--- config.mk ---
export PLATFORM = sky130hd
export DESIGN_NAME = bus_hub_n
export DESIGN_NICKNAME = d
export VERILOG_FILES = /design/src/rtl/bus_hub_n.sv
export SDC_FILE = /design/constraint.sdc
export NUM_CORES = 1
export LEC_CHECK = 0
export BUFFER_PORTS_ARGS = -buffer_cell sky130_fd_sc_hd__buf_4
export CORE_AREA = 2 2 123 125
export CTS_CLUSTER_DIAMETER = 200
export CTS_CLUSTER_SIZE = 12
export DETAILED_ROUTE_END_ITERATION = 8
export DIE_AREA = 0 0 125 127
export MAX_ROUTING_LAYER = met4
export PLACE_DENSITY = 0.72
export REMOVE_ABC_BUFFERS = 1
export SYNTH_ARGS = -nofsm -noshare
export SYNTH_HDL_FRONTEND = slang
export SYNTH_SLANG_ARGS = --single-unit
--- constraint.sdc ---
create_clock -name clk -period 3.3 [get_ports clk]
set_clock_uncertainty 0.15 [all_clocks]
set_input_delay 0.33 -clock clk [delete_from_list [all_inputs] [get_ports clk]]
set_output_delay 0.33 -clock clk [all_outputs]
set_load 0.03 [all_outputs]
--- src/rtl/bus_hub_n.sv ---
// One-host to N-device memory-mapped bus hub with latched requests, priority decode and a registered response.
// Optional access watchdog is enabled by defining BUS_HUB_TIMEOUT_EN.
module bus_hub_n #(
    parameter int N_DEVICES      = 2,
    parameter int TIMEOUT_CYCLES = 255,
    parameter int CNT_W          = $clog2(TIMEOUT_CYCLES + 1)
) (
    input  logic                      clk,
    input  logic                      rst,
    input  logic [31:0]               host_address,
    input  logic [31:0]               host_data_write,
    input  logic [3:0]                host_write_mask,
    input  logic                      host_ren,
    input  logic                      host_wen,
    output logic [31:0]               host_data_read,
    output logic                      host_ready,
    output logic                      bus_error,
    output logic [32*N_DEVICES-1:0]   device_address,
    output logic [32*N_DEVICES-1:0]   device_data_write,
    output logic [4*N_DEVICES-1:0]    device_write_mask,
    output logic [N_DEVICES-1:0]      device_ren,
    output logic [N_DEVICES-1:0]      device_wen,
    input  logic [N_DEVICES-1:0]      device_ready,
    input  logic [32*N_DEVICES-1:0]   device_data_read,
    input  logic [N_DEVICES-1:0]      device_active
);

    localparam int SEL_W = (N_DEVICES > 1) ? $clog2(N_DEVICES) : 1;

    typedef enum logic [1:0] {
        IDLE,
        ACCESS,
        RESP
    } state_t;

    state_t             state_q, state_d;
    logic [31:0]        addr_q, addr_d;
    logic [31:0]        wdata_q, wdata_d;
    logic [3:0]         mask_q, mask_d;
    logic               write_q, write_d;
    logic               first_q, first_d;
    logic [SEL_W-1:0]   sel_q, sel_d;
    logic [31:0]        rdata_q, rdata_d;
    logic               err_q, err_d;

    logic               dec_hit;
    logic [SEL_W-1:0]   dec_sel;
    logic [SEL_W-1:0]   cur_sel;
    logic               strobe_on;
    logic               cur_ready;
    logic [31:0]        cur_rdata;
    logic               timeout;
    logic               start_req;

    if (N_DEVICES < 1 || TIMEOUT_CYCLES < 1 || CNT_W < 1) begin : g_param_check
        $error("bus_hub_n: N_DEVICES and TIMEOUT_CYCLES must both be at least 1");
    end

    assign start_req = (state_q == IDLE) && (host_ren || host_wen);

    // Lowest-index claiming device wins; scanning downward leaves the smallest index last.
    always_comb begin
        dec_hit = 1'b0;
        dec_sel = '0;
        for (int i = N_DEVICES - 1; i >= 0; i--) begin
            if (device_active[i]) begin
                dec_hit = 1'b1;
                dec_sel = SEL_W'(i);
            end
        end
    end

    // The first ACCESS cycle strobes straight from the live decode, later cycles from the registered choice.
    always_comb begin
        cur_sel   = first_q ? dec_sel : sel_q;
        strobe_on = (state_q == ACCESS) && (first_q ? dec_hit : 1'b1);
        cur_ready = device_ready[cur_sel];
        cur_rdata = device_data_read[32*int'(cur_sel) +: 32];
    end

`ifdef BUS_HUB_TIMEOUT_EN
    logic [CNT_W-1:0] wdog_q, wdog_d;

    always_comb begin
        wdog_d  = wdog_q;
        timeout = strobe_on && !cur_ready && (wdog_q == CNT_W'(TIMEOUT_CYCLES - 1));
        if (start_req) begin
            wdog_d = '0;
        end else if (strobe_on && !timeout) begin
            wdog_d = wdog_q + 1'b1;
        end
    end

    always_ff @(posedge clk) begin
        if (rst) begin
            wdog_q <= '0;
        end else begin
            wdog_q <= wdog_d;
        end
    end
`else
    assign timeout = 1'b0;
`endif

    always_comb begin
        state_d = state_q;
        addr_d  = addr_q;
        wdata_d = wdata_q;
        mask_d  = mask_q;
        write_d = write_q;
        first_d = 1'b0;
        sel_d   = sel_q;
        rdata_d = rdata_q;
        err_d   = err_q;
        case (state_q)
            IDLE: begin
                if (start_req) begin
                    addr_d  = host_address;
                    wdata_d = host_data_write;
                    mask_d  = host_write_mask;
                    write_d = host_wen;
                    first_d = 1'b1;
                    state_d = ACCESS;
                end
            end
            ACCESS: begin
                if (first_q) begin
                    sel_d = dec_sel;
                end
                if (first_q && !dec_hit) begin
                    rdata_d = '0;
                    err_d   = 1'b1;
                    state_d = RESP;
                end else if (cur_ready) begin
                    rdata_d = write_q ? 32'h0 : cur_rdata;
                    err_d   = 1'b0;
                    state_d = RESP;
                end else if (timeout) begin
                    rdata_d = '0;
                    err_d   = 1'b1;
                    state_d = RESP;
                end
            end
            RESP: begin
                state_d = IDLE;
            end
            default: begin
                state_d = IDLE;
            end
        endcase
    end

    always_ff @(posedge clk) begin
        if (rst) begin
            state_q <= IDLE;
            addr_q  <= '0;
            wdata_q <= '0;
            mask_q  <= '0;
            write_q <= 1'b0;
            first_q <= 1'b0;
            sel_q   <= '0;
            rdata_q <= '0;
            err_q   <= 1'b0;
        end else begin
            state_q <= state_d;
            addr_q  <= addr_d;
            wdata_q <= wdata_d;
            mask_q  <= mask_d;
            write_q <= write_d;
            first_q <= first_d;
            sel_q   <= sel_d;
            rdata_q <= rdata_d;
            err_q   <= err_d;
        end
    end

    always_comb begin
        host_ready     = (state_q == RESP);
        host_data_read = host_ready ? rdata_q : 32'h0;
        bus_error      = host_ready && err_q;
    end

    always_comb begin
        device_address    = '0;
        device_data_write = '0;
        device_write_mask = '0;
        device_ren        = '0;
        device_wen        = '0;
        for (int i = 0; i < N_DEVICES; i++) begin
            device_address[32*i +: 32]   = addr_q;
            device_data_write[32*i +: 32] = wdata_q;
            device_write_mask[4*i +: 4]  = mask_q;
            device_ren[i] = strobe_on && !write_q && (cur_sel == SEL_W'(i));
            device_wen[i] = strobe_on && write_q && (cur_sel == SEL_W'(i));
        end
    end

endmodule
==> impl_metrics.ini, run 1 <==
[status]
outcome = completed

[drt]
drt_wl_total_mm = 15.68
first_iter_violations = 332
drc = 0
wl_per_cell_um = 14.75
vias = 5039
drtPass1Iterations = 4
ant_nets = 0
vias_per_cell = 4.740

[critical_path]
worstSetupStartpointType = register
cpPeakStageDelay_ns = 0.60
r2r_cells = 5
crit_required_ns = 2.82
critical_path_buf_inv_count = 1
path_cells = nand3b_1 -> a211oi_1 -> buf_4
critPathKind = reg -> out
critPathTopFamily = simple AND/OR/NAND/NOR gates
cp.depth = 3
path_max_fanout = 28
cp-end-kind = output port
cpMaxStageDelayCell = nand3b_1
worst_ep_arrival_time_ns = 2.00

[yosys]
syn_inst = 660
syn_area_per_cell_sq_um = 8.025
ys_seq_elements = 106
yosysWarningCount = 0
ys_types = 33
synth_area_sq_mm = 0.005296
yosysSeqAreaShare_pct = 40.07

[clocking]
clk_latency_ns = 0.34
post_cts_resized = 0
ctsRootBufferMaster = clkbuf_16
path_clk_slew_ns = 0.08
clock-sinks = 106
cts_buffers = 9
ctsHoldBuffers = 0
h-tree-depth = 3
clock_path_buffers = 2
cts_setup_buffers = 0
cts_tree = done

[min_path]
whs_path_depth = 3
hold_path.class = in -> reg

[floorplanning]
core_sq_mm = 0.01442
dieArea_sq_mm = 0.01588
pin_count = 314
die_width_um = 125
rows = 44
die_height_um = 127
start_util_pct = 36.72

[global_routing]
grt_max_degree = 69
grt_first_pass_wirelength_mm = 23.90
antenna_found_initial = 0
grt.overflow.total = 0
grtUsageTotal_pct = 19.28
grt_pass1_vias = 4695

[pwr]
p_leak_nw = 3.671
power_frac_seq_pct = 40.6
comb_power_share_pct = 30.7
p_sw_w = 0.001264
p_clk_share_pct = 28.6
p_per_area_mw_per_mm2 = 487.5
power.share.switching_pct = 34.62
intPower_w = 0.002386
peakVddDrop_mv = 0.2193

[timing]
maxSlewViolCount = 0
fin_crit_sh_pct = 75.08
fin_setup_tns_ns = 0
setup_viol = 0
worstMarginPinSlew_ns = 0.8257
fmaxAchievable_mhz = 403.6
final_hold_viol_count = 0
period_needed_ns = 2.478
rsz0062_at_grt = no
finalHoldWorstSlack_ns = 0.07142
slew_headroom_pct = 44.79

[placed_design]
port_buffers = 313
place_inst = 1047
dpl.hpwl_mm = 11.30
finalWeightedCongestion = 0.7673

[cells_and_area]
fillerInstances = 1438
layout.cells.non_filler = 1063
area_growth_pct = 41.34
layout-drive-gt1-share_pct = 39.25
fin_nets = 1014
antenna_cells = 0

[job]
maxCapViolations = 0
[worst min-delay path: stages]
cell     delay, ns
buf_4         0.11
nand2_1       0.04
a21oi_1       0.05
[routing by layer]
layer  GRT usage (%)  up-vias  wire (um)  share of wire, %
met5               -        -          0                 0
li1                -     2537          -                 -
met4           7.843        0        411               2.6
met3           5.067       26       1164               7.4
met1           21.94     2266       6395                41
met2           32.45      210       7704                49
[final timing paths]
| kind | endpoint | slack, ns | start |
|---|---|---|---|
| setup reg to reg | rdata_q[7] | 1.02 | first_q |
| hold / removal | addr_q[30] | 0.07 | host_address[30] |
| hold reg to reg | addr_q[9] | 0.32 | addr_q[9] |
| setup / recovery | device_ren[1] | 0.82 | first_q |
[sequential cells by signal, indices dropped and copies added (netlist names)]
| register | flops |
|---|---|
| state_q | 2 |
| mask_q | 4 |
| first_q | 1 |
| rdata_q | 32 |
| err_q | 1 |
| write_q | 1 |
| addr_q | 32 |
| sel_q | 1 |
| wdata_q | 32 |
[power by group through the flow]
stage | clock (W) | sequential [W] | combinational (W)
5_1_grt | 0.00112 | 0.00150 | 0.00120
6_report | 0.00104 | 0.00148 | 0.00112
2_1_floorplan | 0 | 0.00181 | 0.000315
3_3_place_gp | 0 | 0.00151 | 0.00112
3_5_place_dp | 0 | 0.00151 | 0.00113
4_1_cts | 0.00107 | 0.00148 | 0.00113
[synth_stat cells]
| cell | instances | area (sq um) |
|---|---|---|
| a211o_1 | 1 | 8.760 |
| a211oi_1 | 2 | 15.01 |
| a211oi_2 | 1 | 12.51 |
| a21boi_0 | 32 | 240.2 |
| a21oi_1 | 71 | 355.3 |
| a22oi_1 | 1 | 7.510 |
| and2_1 | 33 | 206.5 |
| and3_1 | 32 | 200.2 |
| buf_1 | 7 | 26.28 |
| buf_12 | 3 | 60.06 |
| buf_2 | 5 | 25.02 |
| buf_4 | 69 | 518.0 |
| buf_6 | 1 | 11.26 |
| clkbuf_1 | 32 | 120.1 |
| clkbuf_2 | 1 | 5.000 |
| dfxtp_1 | 106 | 2122 |
| inv_1 | 2 | 7.510 |
| mux2_2 | 1 | 11.26 |
| mux2i_1 | 32 | 320.3 |
| nand2_1 | 140 | 525.5 |
| nand2b_1 | 34 | 212.7 |
| nand2b_2 | 1 | 8.760 |
| nand3b_1 | 1 | 7.510 |
| nor2_1 | 7 | 26.28 |
| nor2b_1 | 3 | 18.77 |
| nor3_1 | 2 | 10.01 |
| nor3_2 | 1 | 10.01 |
| nor3b_1 | 1 | 7.510 |
| o21a_1 | 1 | 7.510 |
| o21ai_0 | 31 | 155.2 |
| o21ai_1 | 3 | 15.01 |
| o22ai_1 | 2 | 12.51 |
| or3_1 | 1 | 6.260 |
[cell families (layout without fill, tap and decap cells)]
kind of cell / after synthesis / in the layout / synth area share (%)
muxes: 33 / 33 / 6.260
buffers and inverters: 120 / 339 / 14.60
and+or+nand+nor: 256 / 256 / 23.41
AOI/OAI and AO/OA: 145 / 145 / 15.66
DFF: 106 / 106 / 40.07
[final cells by class]
cell class | instances | area, sq um | share of cell area [%]
well taps | 184 | 230.2 | 3.075
flip-flops and latches | 106 | 2122 | 28.35
clock buffers | 10 | 239.0 | 3.192
clock inverters | 6 | 47.55 | 0.6351
multi-input cells | 434 | 2417 | 32.29
inverters | 2 | 7.507 | 0.1003
repair buffers | 321 | 2422 | 32.36
[cells in the final DEF, fill, tap and decap left out, types with 2 or more instances in the layout]
cell | netlist | final
o21ai_0 | 31 | 31
dfxtp_1 | 106 | 106
clkbuf_16 | 0 | 9
nand2b_1 | 34 | 34
a21boi_0 | 32 | 32
clkinv_4 | 0 | 2
buf_4 | 69 | 320
nor2b_1 | 3 | 2
nor2_1 | 7 | 7
a21oi_1 | 71 | 71
a211oi_1 | 2 | 2
nor3_1 | 2 | 2
mux2i_1 | 32 | 32
nand2_1 | 140 | 140
inv_1 | 2 | 2
o21ai_1 | 3 | 2
o22ai_1 | 2 | 2
and2_1 | 33 | 33
and3_1 | 32 | 32
inv_6 | 0 | 2
[metrics by stage]
| stage | utilization (%) | setup WS (ns) | instance area [sq um] | total power [W] |
|---|---|---|---|---|
| 5_1_grt | 51.90 | 0.5998 | 7486 | 0.003822 |
| 6_report | 51.90 | 0.8222 | 7486 | 0.003650 |
| 3_5_place_dp | 49.91 | 0.9292 | 7199 | 0.002643 |
| 3_3_place_gp | 49.91 | 0.9730 | 7199 | 0.002633 |
| 2_1_floorplan | - | 0.1832 | 4531 | 0.002126 |
| 4_1_cts | 51.90 | 0.7965 | 7486 | 0.003688 |
Note: power is estimated with default switching activity, not from simulation.
==> run 2: changes to the inputs <==
- CORE_AREA: 2 2 123 125 -> 2 2 122 124
- DIE_AREA: 0 0 125 127 -> 0 0 124 126
- PLACE_DENSITY: 0.72 -> 0.76
- clock period: 3.3 -> 1.99 ns (I/O delays scaled with it)
==> impl_metrics.ini, run 2 (synthesis results as in run 1) <==
[status]
outcome = completed

[floorplanning]
die_height_um = 126
core_sq_mm = 0.01431
start_util_pct = 37.00
die_width_um = 124
rows = 44
dieArea_sq_mm = 0.01562
pin_count = 314

[clocking]
path_clk_slew_ns = 0.08
cts_tree = done
clock-sinks = 106
clk_latency_ns = 0.36
clock_path_buffers = 2
h-tree-depth = 3
cts_buffers = 9
ctsRootBufferMaster = clkbuf_16

[drt]
ant_nets = 0
vias_per_cell = 4.724
first_iter_violations = 338
wl_per_cell_um = 15.18
drt_wl_total_mm = 17.35
drc = 0
drtPass1Iterations = 6
vias = 5399

[pwr]
p_leak_nw = 4.040
peakVddDrop_mv = 0.4239
p_per_area_mw_per_mm2 = 765.8

[critical_path]
crit_start = first_q
r2r_cells = 5
cp-end-kind = output port
path_cells = nand3b_1 -> buf_12 -> a211oi_2 -> buf_4
critPathCapture = device_ren[1]
r2r_setup_slack_ns = 0.30
cpPeakStageDelay_ns = 0.38
cpMaxStageDelayCell = dfxtp_2
crit_required_ns = 1.64
worstSetupStartpointType = register
cp.depth = 4
critPathKind = reg -> out
r2r_start = first_q
critPathTopFamily = buffers and inverters
path_max_fanout = 67
critical_path_buf_inv_count = 2
rr_endpoint = rdata_q[30]
worst_ep_arrival_time_ns = 1.56

[cells_and_area]
fin_nets = 1090
largest_registers = addr_q: 32 flops, rdata_q: 32 flops, wdata_q: 32 flops
final_area_sq_mm = 0.008368
final_util_pct = 58.46
layout_common_cells = 320 x buf_4, 140 x nand2_1, 105 x dfxtp_1
final_common_cell = buf_4
area_growth_pct = 58.00
layout-drive-gt1-share_pct = 37.17
layout.cells.non_filler = 1143

[global_routing]
antenna_found_initial = 4
grt_max_degree = 108
grtUsageTotal_pct = 22.08
grt_first_pass_wirelength_mm = 26.25
grt_pass1_vias = 5313
grt.overflow.total = 0

[timing]
slew_headroom_pct = 62.86
final_hold_viol_count = 0
rsz0062_at_grt = no
fmaxAchievable_mhz = 523.4
period_needed_ns = 1.911
fin_crit_sh_pct = 96.02
setup_viol = 0
worstMarginPinSlew_ns = 0.5553
fin_setup_tns_ns = 0
maxSlewViolCount = 0

[min_path]
hold_path.class = in -> reg

[placed_design]
port_buffers = 313
dpl.hpwl_mm = 11.10
finalWeightedCongestion = 0.8293
place_inst = 1051
dpl_cell_area_sq_mm = 0.007311

[job]
maxCapViolations = 0
run 2: through the flow:
step	setup WS, ns	hold slack, ns	total power (W)
after floorplan	-0.9958	0.1136	0.003525
after global placement	-0.04190	0.2949	0.004410
after detailed placement	-0.06313	0.3040	0.004429
after CTS	0.01914	0.02156	0.006433
after global routing	0.03694	0.05283	0.006708
final	0.07930	0.03278	0.006408
run 2: layout make-up:
class | count | area [sq um]
clock buffers | 10 | 239.0
multi-input cells | 435 | 2450
flip-flops and latches | 106 | 2123
inverters | 2 | 7.507
repair buffers | 396 | 3233
clock inverters | 6 | 75.07
well taps | 184 | 230.2
diodes | 4 | 10.01
fillers | 1272 | 5946
run 2: worst min-delay path by stage:
stage | from | endpoint | cells after the start
global route | host_ren | write_q | 4
global placement | host_address[23] | addr_q[23] | 3
floorplan | rst | err_q | 1
detailed placement | host_data_write[6] | wdata_q[6] | 3
finish | host_ren | write_q | 4
CTS | host_ren | write_q | 4
run 2: where the power goes:
| group | total, W | leakage, nW | internal [W] | switching, W |
|---|---|---|---|---|
| Combinational | 0.00206 | 3.02 | 0.000888 | 0.00117 |
| Clock | 0.00188 | 0.151 | 0.00103 | 0.000855 |
| Sequential | 0.00247 | 0.870 | 0.00231 | 0.000156 |
run 2: layer usage:
layer	share of wire, %	global-route usage (%)	routed length [um]	vias to the layer above
met1	40	24.62	6891	2426
met5	0	-	0	-
met2	49	36.62	8553	234
met4	3.3	10.97	579	0
met3	7.6	5.208	1324	42
li1	-	-	-	2697
run 2: worst register-to-register path: stages, from the launching register on:
cell     delay, ns
dfxtp_2       0.35
nor3b_1       0.14
buf_4         0.16
nor3_4        0.49
o21ai_0       0.17
mux2i_1       0.15
run 2: repair_timing:
action / in CTS / in global routing
setup buffers: 0 / 2
gates cloned: 1 / 0
gates resized for setup: 2 / 2
hold endpoints to repair: 69 / 0
endpoints found under the setup margin: 31 / 7
pin swaps: 1 / 1
hold buffers: 69 / 0
